### src/rtl/uart_bus_bridge.sv
// UART debug bridge: framed serial commands become single read/write cycles on
// the peripheral register bus; the write ack or the read data goes back over uart_tx.
module uart_bus_bridge #(
  parameter int unsigned BAUD_DIV       = 86,
  parameter int unsigned TIMEOUT_CYCLES = 1000000
) (
  input  logic        clk,
  input  logic        rst_n,
  input  logic        uart_rx,
  output logic        uart_tx,
  output logic [31:0] address,
  output logic [31:0] write_data,
  input  logic [31:0] read_data,
  output logic        we,
  output logic        re,
  output logic        busy
);

  localparam int unsigned BCW = $clog2(BAUD_DIV);
  localparam int unsigned TCW = $clog2(TIMEOUT_CYCLES + 1);
  localparam logic [BCW-1:0] BAUD_LAST = BCW'(BAUD_DIV - 1);
  localparam logic [BCW-1:0] HALF_LAST = BCW'(BAUD_DIV / 2 - 1);
  localparam logic [TCW-1:0] TMO_LAST  = TCW'(TIMEOUT_CYCLES - 1);

  localparam logic [7:0] OP_WRITE = 8'h57;
  localparam logic [7:0] OP_READ  = 8'h52;
  localparam logic [7:0] RSP_ACK  = 8'h4B;
  localparam logic [7:0] RSP_BAD  = 8'h3F;

  typedef enum logic [1:0] {RX_IDLE, RX_START, RX_DATA, RX_STOP} rx_state_e;
  typedef enum logic [2:0] {CMD_IDLE, CMD_ADDR, CMD_WDATA, CMD_BUS, CMD_RESP} cmd_state_e;

  // ---------------------------------------------------------------- receiver
  logic rx_meta_q, rx_sync_q, rx_prev_q;

  always_ff @(posedge clk or negedge rst_n) begin
    if (!rst_n) begin
      rx_meta_q <= 1'b1;
      rx_sync_q <= 1'b1;
      rx_prev_q <= 1'b1;
    end else begin
      rx_meta_q <= uart_rx;
      rx_sync_q <= rx_meta_q;
      rx_prev_q <= rx_sync_q;
    end
  end

  rx_state_e      rx_state_q, rx_state_d;
  logic [BCW-1:0] rx_cnt_q, rx_cnt_d;
  logic [2:0]     rx_bit_q, rx_bit_d;
  logic [7:0]     rx_shift_q, rx_shift_d;
  logic           rx_valid_q, rx_valid_d;
  logic           rx_ferr_q, rx_ferr_d;

  always_comb begin
    rx_state_d = rx_state_q;
    rx_cnt_d   = rx_cnt_q;
    rx_bit_d   = rx_bit_q;
    rx_shift_d = rx_shift_q;
    rx_valid_d = 1'b0;
    rx_ferr_d  = 1'b0;
    unique case (rx_state_q)
      RX_IDLE: begin
        if (rx_prev_q && !rx_sync_q) begin
          rx_state_d = RX_START;
          rx_cnt_d   = '0;
        end
      end
      RX_START: begin
        if (rx_cnt_q == HALF_LAST) begin
          rx_cnt_d = '0;
          rx_bit_d = '0;
          rx_state_d = rx_sync_q ? RX_IDLE : RX_DATA;
        end else begin
          rx_cnt_d = rx_cnt_q + 1'b1;
        end
      end
      RX_DATA: begin
        if (rx_cnt_q == BAUD_LAST) begin
          rx_cnt_d   = '0;
          rx_shift_d = {rx_sync_q, rx_shift_q[7:1]};
          rx_bit_d   = rx_bit_q + 3'd1;
          if (rx_bit_q == 3'd7) rx_state_d = RX_STOP;
        end else begin
          rx_cnt_d = rx_cnt_q + 1'b1;
        end
      end
      RX_STOP: begin
        if (rx_cnt_q == BAUD_LAST) begin
          rx_state_d = RX_IDLE;
          rx_valid_d = rx_sync_q;
          rx_ferr_d  = !rx_sync_q;
        end else begin
          rx_cnt_d = rx_cnt_q + 1'b1;
        end
      end
      default: rx_state_d = RX_IDLE;
    endcase
  end

  always_ff @(posedge clk or negedge rst_n) begin
    if (!rst_n) begin
      rx_state_q <= RX_IDLE;
      rx_cnt_q   <= '0;
      rx_bit_q   <= '0;
      rx_shift_q <= '0;
      rx_valid_q <= 1'b0;
      rx_ferr_q  <= 1'b0;
    end else begin
      rx_state_q <= rx_state_d;
      rx_cnt_q   <= rx_cnt_d;
      rx_bit_q   <= rx_bit_d;
      rx_shift_q <= rx_shift_d;
      rx_valid_q <= rx_valid_d;
      rx_ferr_q  <= rx_ferr_d;
    end
  end

  // ---------------------------------------------------------- command engine
  cmd_state_e     state_q, state_d;
  logic           op_write_q, op_write_d;
  logic [1:0]     byte_cnt_q, byte_cnt_d;
  logic [31:0]    address_q, address_d;
  logic [31:0]    write_data_q, write_data_d;
  logic [31:0]    resp_q, resp_d;
  logic [1:0]     resp_left_q, resp_left_d;
  logic [9:0]     tx_frame_q, tx_frame_d;
  logic [BCW-1:0] tx_cnt_q, tx_cnt_d;
  logic [3:0]     tx_bit_q, tx_bit_d;
  logic [TCW-1:0] tmo_q, tmo_d;

  always_comb begin
    state_d      = state_q;
    op_write_d   = op_write_q;
    byte_cnt_d   = byte_cnt_q;
    address_d    = address_q;
    write_data_d = write_data_q;
    resp_d       = resp_q;
    resp_left_d  = resp_left_q;
    tx_frame_d   = tx_frame_q;
    tx_cnt_d     = tx_cnt_q;
    tx_bit_d     = tx_bit_q;
    tmo_d        = '0;
    unique case (state_q)
      CMD_IDLE: begin
        if (rx_valid_q) begin
          byte_cnt_d = '0;
          if (rx_shift_q == OP_WRITE || rx_shift_q == OP_READ) begin
            op_write_d = (rx_shift_q == OP_WRITE);
            state_d    = CMD_ADDR;
          end else begin
            tx_frame_d  = {1'b1, RSP_BAD, 1'b0};
            tx_cnt_d    = '0;
            tx_bit_d    = '0;
            resp_left_d = '0;
            state_d     = CMD_RESP;
          end
        end
      end
      CMD_ADDR: begin
        if (rx_ferr_q) begin
          state_d = CMD_IDLE;
        end else if (rx_valid_q) begin
          address_d  = {rx_shift_q, address_q[31:8]};
          byte_cnt_d = byte_cnt_q + 2'd1;
          if (byte_cnt_q == 2'd3) state_d = op_write_q ? CMD_WDATA : CMD_BUS;
        end else if (tmo_q == TMO_LAST) begin
          state_d = CMD_IDLE;
        end else begin
          tmo_d = tmo_q + 1'b1;
        end
      end
      CMD_WDATA: begin
        if (rx_ferr_q) begin
          state_d = CMD_IDLE;
        end else if (rx_valid_q) begin
          write_data_d = {rx_shift_q, write_data_q[31:8]};
          byte_cnt_d   = byte_cnt_q + 2'd1;
          if (byte_cnt_q == 2'd3) state_d = CMD_BUS;
        end else if (tmo_q == TMO_LAST) begin
          state_d = CMD_IDLE;
        end else begin
          tmo_d = tmo_q + 1'b1;
        end
      end
      CMD_BUS: begin
        // The first start bit is loaded here so it leaves on the very next cycle.
        tx_cnt_d = '0;
        tx_bit_d = '0;
        state_d  = CMD_RESP;
        if (op_write_q) begin
          tx_frame_d  = {1'b1, RSP_ACK, 1'b0};
          resp_left_d = '0;
        end else begin
          tx_frame_d  = {1'b1, read_data[7:0], 1'b0};
          resp_d      = {8'h00, read_data[31:8]};
          resp_left_d = 2'd3;
        end
      end
      CMD_RESP: begin
        if (tx_cnt_q == BAUD_LAST) begin
          tx_cnt_d = '0;
          if (tx_bit_q == 4'd9) begin
            tx_bit_d = '0;
            if (resp_left_q != 2'd0) begin
              tx_frame_d  = {1'b1, resp_q[7:0], 1'b0};
              resp_d      = {8'h00, resp_q[31:8]};
              resp_left_d = resp_left_q - 2'd1;
            end else begin
              tx_frame_d = '1;
              state_d    = CMD_IDLE;
            end
          end else begin
            tx_frame_d = {1'b1, tx_frame_q[9:1]};
            tx_bit_d   = tx_bit_q + 4'd1;
          end
        end else begin
          tx_cnt_d = tx_cnt_q + 1'b1;
        end
      end
      default: state_d = CMD_IDLE;
    endcase
  end

  always_ff @(posedge clk or negedge rst_n) begin
    if (!rst_n) begin
      state_q      <= CMD_IDLE;
      op_write_q   <= 1'b0;
      byte_cnt_q   <= '0;
      address_q    <= '0;
      write_data_q <= '0;
      resp_q       <= '0;
      resp_left_q  <= '0;
      tx_frame_q   <= '1;
      tx_cnt_q     <= '0;
      tx_bit_q     <= '0;
      tmo_q        <= '0;
    end else begin
      state_q      <= state_d;
      op_write_q   <= op_write_d;
      byte_cnt_q   <= byte_cnt_d;
      address_q    <= address_d;
      write_data_q <= write_data_d;
      resp_q       <= resp_d;
      resp_left_q  <= resp_left_d;
      tx_frame_q   <= tx_frame_d;
      tx_cnt_q     <= tx_cnt_d;
      tx_bit_q     <= tx_bit_d;
      tmo_q        <= tmo_d;
    end
  end

  assign uart_tx    = tx_frame_q[0];
  assign address    = address_q;
  assign write_data = write_data_q;
  assign we         = (state_q == CMD_BUS) && op_write_q;
  assign re         = (state_q == CMD_BUS) && !op_write_q;
  assign busy       = (state_q != CMD_IDLE);

endmodule

### config.mk
export PLATFORM = sky130hd
export DESIGN_NAME = uart_bus_bridge
export DESIGN_NICKNAME = d
export VERILOG_FILES = /design/src/rtl/uart_bus_bridge.sv
export SDC_FILE = /design/constraint.sdc
export NUM_CORES = 1
export LEC_CHECK = 0
export CAP_MARGIN = 30
export CORE_MARGIN = 2
export CORE_UTILIZATION = 55
export CTS_CLUSTER_DIAMETER = 80
export DETAILED_ROUTE_END_ITERATION = 12
export GPL_ROUTABILITY_DRIVEN = 1
export PLACE_DENSITY = 0.83
export SETUP_SLACK_MARGIN = 0.1
export SLEW_MARGIN = 0
export SYNTH_ARGS = -nofsm -noshare
export SYNTH_HDL_FRONTEND = slang
export SYNTH_SLANG_ARGS = --single-unit
### constraint.sdc
create_clock -name clk -period 3 [get_ports clk]
set_clock_uncertainty 0.05 [all_clocks]
set_input_delay 0.9 -clock clk [delete_from_list [all_inputs] [get_ports clk]]
set_output_delay 0.9 -clock clk [all_outputs]
set_load 0.01 [all_outputs]
## Word-level counts from Yosys, hierarchy flattened

Cells that the tools add are included.

- Multiplexer cells: 69
- Shifts and indexed selects: 0
- Reductions and logical operators: 28
- Div/mod/pow operators: 0
- Add/sub/neg operators: 7
- $mul: 0
- Bitwise gates (word level): 1
- $lt $le $gt $ge: 0
- Equality and inequality tests: 33

Operator list:

| cell | count |
|---|---|
| two-way mux 32 bit | 4 |
| two-way mux 20 bit | 4 |
| one-hot mux 32 bit (2 select lines) | 1 |
| two-way mux 7 bit | 7 |
| two-way mux 3 bit | 14 |
| two-way mux 10 bit | 4 |
| two-way mux 2 bit | 15 |
| one-hot mux 10 bit (3 select lines) | 1 |
| != test 2 bit (second input constant) | 14 |
| one-hot mux 7 bit (4 select lines) | 1 |
| one-hot mux 7 bit (3 select lines) | 1 |
| adder 20 x 1 -> 20 bit (second input constant) | 1 |
| == test 20 bit (second input constant) | 1 |
| two-way mux 9 bit | 2 |
| == test 8 x 7 -> 1 bit (second input constant) | 2 |
| two-way mux 4 bit | 4 |
| one-hot mux 3 bit (5 select lines) | 1 |
| AND reduction 3 bit | 5 |
| adder 7 x 1 -> 7 bit (second input constant) | 2 |
| == test 7 bit (second input constant) | 2 |
| one-hot mux 4 bit (3 select lines) | 1 |
| AND reduction 6 bit | 2 |
| AND reduction 5 bit | 2 |
| != test 4 bit (second input constant) | 2 |
| 28 further kinds | 45 |

- Latch bits: 0
- Bits in registers: 170
- Bits of input ports: 35
- Logic and storage cells: 158
- Bits in writable memories: 0
- Memory bits (read-only): 0
- Memories: 0

## Depth between registers and ports, before layout

Gate-level depths: netlist of the first run.

- Word-level depth: 5
- Gate-level depth with buffers: 8
- Depth with buffers taken out: 6

## Worst setup path after synthesis of the first run

OpenSTA, ideal clock, no wires.

- Kind: reg2out
- Start: register state_q[1]
- End: output port re
- Buffers on the path: 2
- Stages on the path, launching flop included: 6
- Arrival: 1273 ps
- Required time: 2050 ps
- Slack: 777 ps
- Path through: dfrtp_1 and3b_1 buf_2 nand2_1 inv_2 buf_1

- Cells in the longest elaborated chain, start to end: 2

RTL lines:

| what | line | RTL |
|---|---|---|
| from (decl) | 120 | `cmd_state_e state_q, state_d;` |
| from (signal assigned) | 239 | `state_q <= state_d;` |
| == test 3 x 2 -> 1 bit | 257 | `assign re = (state_q == CMD_BUS) && !op_write_q;` |
| logical AND 1 bit | 257 |  |
| to (decl) | 15 | `output logic re,` |

No other way between the ends.

## Worst setup path in the final report of the first run

- Start: register state_q[0]
- End: output port busy

- Cells in the longest elaborated chain, start to end: 1

RTL lines:

| what | line | RTL |
|---|---|---|
| nonzero test 3 bit | 258 | `assign busy = (state_q != CMD_IDLE);` |
| to (decl) | 16 | `output logic busy` |

No other way between the ends.

==> results of run 1 <==
kinds of logic (layout without fill, tap and decap cells):
logic type	count (synthesis)	in the layout	share of synthesized area
AND/OR/NAND/NOR	211	211	0.146
flip-flops	161	161	0.538
multiplexers	103	103	0.154
AO/OA/AOI/OAI	91	91	0.0869
buffers and inverters	54	174	0.0331
XOR/XNOR	18	18	0.0210
adder cells (fa/ha/maj)	13	13	0.0213
worst max-delay path by stage:
stage,start,endpoint,slack [ns],depth (start not counted)
finish,state_q[0]$_DFFE_PN0P_,busy,0.13,4
detailed placement,state_q[2]$_DFFE_PN0P_,re,0.44,4
global placement,state_q[2]$_DFFE_PN0P_,re,0.47,4
CTS,state_q[0]$_DFFE_PN0P_,busy,0.14,4
floorplan,state_q[1]$_DFFE_PN0P_,re,0.78,5
global route,state_q[1]$_DFFE_PN0P_,busy,0.06,4
sequential cells by signal, summed over array words and instances (netlist names), named ones only:
signal and count:
rx_state_q 1, state_q 3, resp_q 24, rx_prev_q 1
rx_bit_q 3, resp_left_q 2, byte_cnt_q 2, tx_bit_q 4
tmo_q 20, rx_valid_q 1, rx_ferr_q 1, write_data 32
op_write_q 1, tx_frame_q 9, address 32, rx_meta_q 1
rx_cnt_q 7, tx_cnt_q 7, rx_sync_q 1, rx_shift_q 8
cell usage in the layout (no fill, tap or decap), types with 5 or more instances in the layout:
master,Yosys,final
clkbuf_16,0,17
nor4_1,5,5
nor3_1,14,14
o22ai_1,5,5
nand4_1,8,8
nor2_1,40,40
and2_1,5,5
nand3_1,20,20
ha_1,12,12
xnor2_1,15,15
mux2_2,93,93
o21ai_0,17,17
buf_4,2,17
inv_1,21,21
mux2i_1,6,6
dfrtp_1,149,148
a21oi_1,19,19
nand2_1,70,70
clkdlybuf4s50_1,0,101
a22o_1,12,12
dfstp_2,12,12
inv_6,0,5
and3_1,7,7
o31ai_1,9,9
or4_1,6,6
or3_1,5,5
layer usage:
layer	wire, um	vias to the layer above
met3	846	18
met4	180	0
met1	7250	2688
li1	-	2542
met5	0	-
met2	8450	130
power by group through the flow:
stage	sequential (mW)	combinational (mW)	clock, mW
2_1_floorplan	2.31	0.239	0
3_3_place_gp	2.36	0.328	0
3_5_place_dp	2.36	0.355	0
4_1_cts	2.33	0.360	2.29
5_1_grt	2.34	0.406	2.39
6_report	2.33	0.359	2.26
per-stage QoR:
| step | power, mW | std cells | setup WS [ns] | hold WS (ns) | utilization |
|---|---|---|---|---|---|
| global route | 5.13 | 947 | 0.0614 | 0.313 | 0.704 |
| finish | 4.95 | 947 | 0.135 | 0.306 | 0.704 |
| CTS | 4.97 | 944 | 0.139 | 0.306 | 0.702 |
| detailed placement | 2.72 | 911 | 0.436 | 0.302 | 0.655 |
| floorplan | 2.55 | 651 | 0.777 | 0.295 | - |
| global placement | 2.68 | 911 | 0.465 | 0.296 | 0.655 |
timing repair:
| action | CTS | global route |
|---|---|---|
| setup buffers | 1 | 3 |
| setup endpoints to repair | 1 | 2 |
| resized for setup | 2 | 0 |
| pin swaps | 0 | 1 |
area by class of cell:
| class | count | area (um^2) |
|---|---|---|
| tap | 176 | 220 |
| clock buffer | 22 | 464 |
| inverter | 22 | 82.6 |
| fill | 917 | 3940 |
| sequential | 161 | 4050 |
| clock inverter | 10 | 148 |
| multi-input combinational | 436 | 3220 |
| timing repair buffer | 120 | 1170 |
==> out/results.tsv, run 1 <==
stage	metric	value	unit
worst_setup_path	WP buf/inv	3	
placement	gp weighted congestion	0.843	
final_layout	cell area after layout	9350	um^2
final_layout	Post-layout nets	805	
floorplanning	die area	14600	um^2
synthesis	Yosys top cell area share	0.496	
worst_setup_path	Crit Path Category	reg -> out	
detailed_routing	vias	5378	
timing	final hold violations	0	
synthesis	Synth area leader	dfrtp_1	
cts	TritonCTS clock tree	done	
cts	CTS Root Buffer Type	clkbuf_16	
global_route	GR peak layer	met2	
pwr	P per Cell Area	529	nW/um^2
timing	worst slew pin tran	0.916	ns
worst_hold_path	Hold Crit Depth	0	
floorplanning	Core Box Area	13300	um^2
worst_setup_path	Reg2Reg Depth	5	
timing	# setup viols final	0	
global_route	met1 Usage GRT	0.300	
cts	Clk Latency, worst-skew pair	0.43	ns
detailed_routing	post-DR wirelength/cell	17.7	um
pwr	Internal	3.75	mW
global_route	total grt overflow	0	
synthesis	commonest cells in the netlist	149 x dfrtp_1, 93 x mux2_2, 70 x nand2_1	
detailed_routing	first drt pass iteration count	5	
global_route	largest net degree at the start of global routing	71	
placement	port buffer count	102	
global_route	initial antenna violation count	0	
pwr	Switch Pwr	1.20	mW
cts	CTS Buf Count	17	
worst_setup_path	reg2reg setup slack	0.56	ns
timing	Max Transition Viols Final	0	
synthesis	Top FF cell, synth	dfrtp_1	
pwr	Leak	4.12	nW
synthesis	register area share after synthesis	0.538	
timing	minimum clock period after layout	2.87	ns
placement	DP HPWL	11.1	mm
detailed_routing	average vias per placed instance	5.68	
worst_setup_path	CP Cell Sequence	buf_4 > nor3_4 > inv_1 > clkdlybuf4s50_1	
detailed_routing	DRC	0	
worst_hold_path	hold endpoint	rx_sync_q$_DFF_PN1_	
synthesis	largest cells by area after synthesis	dfrtp_1 50%, mux2_2 14%, dfstp_2 4.2%, nand2_1 3.5%, ha_1 2.0%	
cts	Clock transition at path regs	0.06	ns
worst_setup_path	Worst Path Required	2.05	ns
floorplanning	I/O pin cnt	103	
synthesis	Distinct cells, synth	67	
global_route	Tot GR Track Use	0.237	
flow_run	maxcap violations	0	
synthesis	Syn Area/Cell	11.5	um^2
worst_hold_path	Hold Path Origin	rx_meta_q$_DFF_PN1_	
placement	DP Area	8710	um^2
pwr	switch share	0.242	
timing	setup tns final	0	ns
cts	CTS H-tree lvls	4	
synthesis	synthesized area	7520	um^2
timing	Final Cycle Share	0.955	
global_route	first-pass GRT wire length	27.4	mm
detailed_routing	DR iter-0 viols	427	
worst_setup_path	critical path launch point type	flop	
floorplanning	Die Span X	121	um
pwr	sequential power share	0.471	
synthesis	syn_nets	698	
final_layout	proportion of layout cells with a drive suffix above 1	0.218	
pwr	Clk pwr share	0.457	
global_route	vias in the first global route	5566	
synthesis	Ys Warns	0	
cts	count of hold-fix buffers inserted at cts	0	
global_route	met2 usage	0.394	
timing	Slew HR	0.384	
worst_setup_path	Crit Path Max Fanout	11	
worst_hold_path	Hold Crit Class	reg -> reg	
synthesis	FF+latch count, synth	161	
synthesis	Cells after Synth	651	
worst_setup_path	CP max stage delay	0.49	ns
floorplanning	Die H	121	um
synthesis	cell with the most instances after synthesis	dfrtp_1	
cts	Clock Sinks	161	
detailed_routing	Final ANT Viol Nets	0	
detailed_routing	Total Wirelength	16.7	mm
worst_setup_path	reg2reg start	rx_shift_q[5]$_DFFE_PN0P_	
final_layout	# diodes	0	
final_layout	area grow syn2layout	24.5	%
timing	RSZ-0062 raised after global routing	true	
global_route	met3 usage	0.0733	
worst_setup_path	CP top delay family	buffers and inverters	
floorplanning	Initial Util	0.565	
worst_setup_path	RR Endpoint	tx_frame_q[2]$_DFFE_PN1P_	
worst_setup_path	Crit. End Element	output port	
cts	clock buffer depth	2	
pwr	Max rail drop VDD	0.000402	V
timing	fmax	349	MHz
worst_setup_path	slowest CP cell	clkdlybuf4s50_1	
synthesis	EDFF count, synth	0	
synthesis	asr flop ratio synth	1.00	
pwr	Comb power frac	0.073	
worst_setup_path	CP arrival	1.92	ns
floorplanning	row count	42	
outcome	status	completed	
No activity file was read; power rests on OpenSTA's default activity.
==> run 2: changes to the inputs <==
SKIP_LAST_GASP = 1   (was unset)
==> results of run 2 <==
The final DEF is identical to that of run 1; final timing and power are the same.
==> run 3: changes to the inputs <==
CORE_UTILIZATION = 57   (was 55)
CTS_BUF_LIST = sky130_fd_sc_hd__clkbuf_8   (was unset)
CTS_CLUSTER_DIAMETER = 200   (was 80)
PLACE_DENSITY = 0.86   (was 0.83)
SLEW_MARGIN = unset   (was 0)
==> run 3 against run 2 <==
Net effect:
- routed wire length decreased by 3.6%
- sequential cell count unchanged
- first-iteration DRC count is 8.4% higher
- sequential power about the same
- total power decreased by 16%
- clock power down 35%
- cell count decreased by 0.53%
- setup slack better by 0.013 ns
- fmax rose by 0.46%
- largest power group unchanged
- sequential share of layout area up 1.2 points
- global-route usage increased by 0.48 points
- die area down 3.4%
==> out/results.tsv, run 3 (synthesis results as in run 1) <==
stage	metric	value	unit	change
floorplanning	die area	14100	um^2	was 14600 um^2
worst_setup_path	reg2reg setup slack	0.69	ns	was 0.56 ns
detailed_routing	post-DR wirelength/cell	17.1	um	was 17.7 um
flow_run	maxcap violations	0		unchanged
detailed_routing	Final ANT Viol Nets	0		unchanged
placement	gp weighted congestion	0.865		was 0.843
cts	CTS Root Buffer Type	clkbuf_8		was clkbuf_16
final_layout	area grow syn2layout	21.0	%	was 24.5%
final_layout	cell area after layout	9090	um^2	was 9350 um^2
worst_setup_path	RR Endpoint	tx_frame_q[2]$_DFFE_PN1P_		unchanged
worst_setup_path	Crit Path Max Fanout	12		was 11
timing	worst slew pin tran	0.931	ns	was 0.916 ns
pwr	Max rail drop VDD	0.000322	V	was 0.000402 V
cts	Clk Latency, worst-skew pair	0.46	ns	was 0.43 ns
detailed_routing	DRC	0		unchanged
timing	Final Cycle Share	0.951		was 0.955
worst_hold_path	hold endpoint	rx_sync_q$_DFF_PN1_		unchanged
placement	DP HPWL	11.4	mm	was 11.1 mm
worst_hold_path	Hold Crit Depth	0		unchanged
timing	fmax	351	MHz	was 349 MHz
cts	Clock Sinks	161		unchanged
worst_setup_path	slowest CP cell	clkdlybuf4s50_1		unchanged
global_route	initial antenna violation count	0		unchanged
cts	CTS H-tree lvls	4		unchanged
floorplanning	Die H	119	um	was 121 um
worst_hold_path	Hold Crit Class	reg -> reg		unchanged
pwr	P per Cell Area	455	nW/um^2	was 529 nW/um^2
pwr	Final Power	4.14	mW	was 4.95 mW
detailed_routing	average vias per placed instance	5.81		was 5.68
floorplanning	row count	41		was 42
worst_setup_path	CP arrival	1.90	ns	was 1.92 ns
outcome	status	completed		unchanged
worst_setup_path	CP Cell Sequence	buf_4 > nor3_4 > inv_1 > clkdlybuf4s50_1		unchanged
timing	final hold violations	0		unchanged
timing	Max Transition Viols Final	0		unchanged
pwr	Leak	4.00	nW	was 4.12 nW
placement	DP Area	8700	um^2	was 8710 um^2
worst_setup_path	Crit Path Category	reg -> out		unchanged
detailed_routing	Total Wirelength	16.1	mm	was 16.7 mm
detailed_routing	DR iter-0 viols	463		was 427
final_layout	Post-Layout Cell Count	942		was 947
timing	# setup viols final	0		unchanged
worst_hold_path	Hold Path Origin	rx_meta_q$_DFF_PN1_		unchanged
timing	worst setup margin	0.148	ns	was 0.135 ns
detailed_routing	vias	5473		was 5378
floorplanning	Initial Util	0.591		was 0.565
global_route	Tot GR Track Use	0.242		was 0.237
cts	clock buffer depth	2		unchanged
final_layout	leading cell type in the layout, fill and taps excluded	dfrtp_1		unchanged
cts	Clock transition at path regs	0.08	ns	was 0.06 ns
timing	minimum clock period after layout	2.85	ns	was 2.87 ns
detailed_routing	first drt pass iteration count	6		was 5
final_layout	# diodes	0		unchanged
final_layout	commonest non-fill, non-tap cells in the layout	148 x dfrtp_1, 101 x clkdlybuf4s50_1, 93 x mux2_2		unchanged
worst_setup_path	reg2reg start	rx_shift_q[7]$_DFFE_PN0P_		was rx_shift_q[5]$_DFFE_PN0P_
floorplanning	I/O pin cnt	103		unchanged
global_route	total grt overflow	0		unchanged
worst_setup_path	Crit. End Element	output port		unchanged
final_layout	layout filler cell count	920		was 917
floorplanning	Core Box Area	12700	um^2	was 13300 um^2
placement	DP Worst Slack	0.421	ns	was 0.436 ns
final_layout	proportion of layout cells with a drive suffix above 1	0.219		was 0.218
cts	CTS Buf Count	17		unchanged
worst_setup_path	Reg2Reg Depth	5		unchanged
final_layout	Post-layout nets	804		was 805
floorplanning	Die Span X	119	um	was 121 um
worst_setup_path	critical path launch point type	flop		unchanged
placement	port buffer count	102		unchanged
placement	Placed Cells	907		was 911
global_route	first-pass GRT wire length	27.4	mm	about the same
global_route	largest net degree at the start of global routing	69		was 71
cts	count of hold-fix buffers inserted at cts	0		unchanged
timing	RSZ-0062 raised after global routing	true		unchanged
timing	WHS	0.309	ns	was 0.306 ns
timing	setup tns final	0	ns	unchanged
timing	Slew HR	0.374		was 0.384
cts	TritonCTS clock tree	done		unchanged
final_layout	final core occ	0.715		was 0.704
worst_setup_path	CP max stage delay	0.48	ns	was 0.49 ns
worst_setup_path	Worst Path Required	2.05	ns	about the same
global_route	vias in the first global route	5662		was 5566
run 3: worst max path at each step:
stage,from,to,slack [ns]
2_1_floorplan,state_q[1]$_DFFE_PN0P_,re,0.78
3_3_place_gp,state_q[2]$_DFFE_PN0P_,re,0.47
3_5_place_dp,state_q[2]$_DFFE_PN0P_,re,0.42
4_1_cts,state_q[0]$_DFFE_PN0P_,busy,0.11
5_1_grt,state_q[1]$_DFFE_PN0P_,busy,0.04
6_report,state_q[1]$_DFFE_PN0P_,busy,0.15
run 3: routing by layer:
layer,share of wire,track usage,wire [um]
met1,0.40,0.293,6500
met2,0.51,0.402,8260
met4,0.019,0.0848,306
met5,0,0,0
met3,0.065,0.0838,1050
run 3: report_power, final:
group	internal, mW	total (mW)	leakage [nW]	switching [mW]
clock network	0.630	1.46	0.184	0.829
logic	0.152	0.349	1.70	0.198
registers	2.22	2.33	2.11	0.105
run 3: repair_timing:
| item | CTS | global route |
|---|---|---|
| pin swaps | 0 | 1 |
| setup endpoints to repair | 2 | 2 |
| setup buffers | 2 | 1 |
| resized for setup | 2 | 0 |
run 3: critical path: cells and delay by family, from the launching register on:
| kind | cells | cell delay (ns) |
|---|---|---|
| flops | 1 | 0.41 |
| buf+inv | 3 | 0.77 |
| simple gates | 1 | 0.26 |
run 3: area by class of cell:
type / instances / area [um^2] / area share
flip-flops and latches: 161 / 4050 / 0.445
multi-input cells: 436 / 3220 / 0.355
repair buffers: 119 / 1160 / 0.128
clock buffers: 19 / 262 / 0.0288
well taps: 172 / 215 / 0.0237
clock inverters: 13 / 103 / 0.0113
inverters: 22 / 82.6 / 0.00908
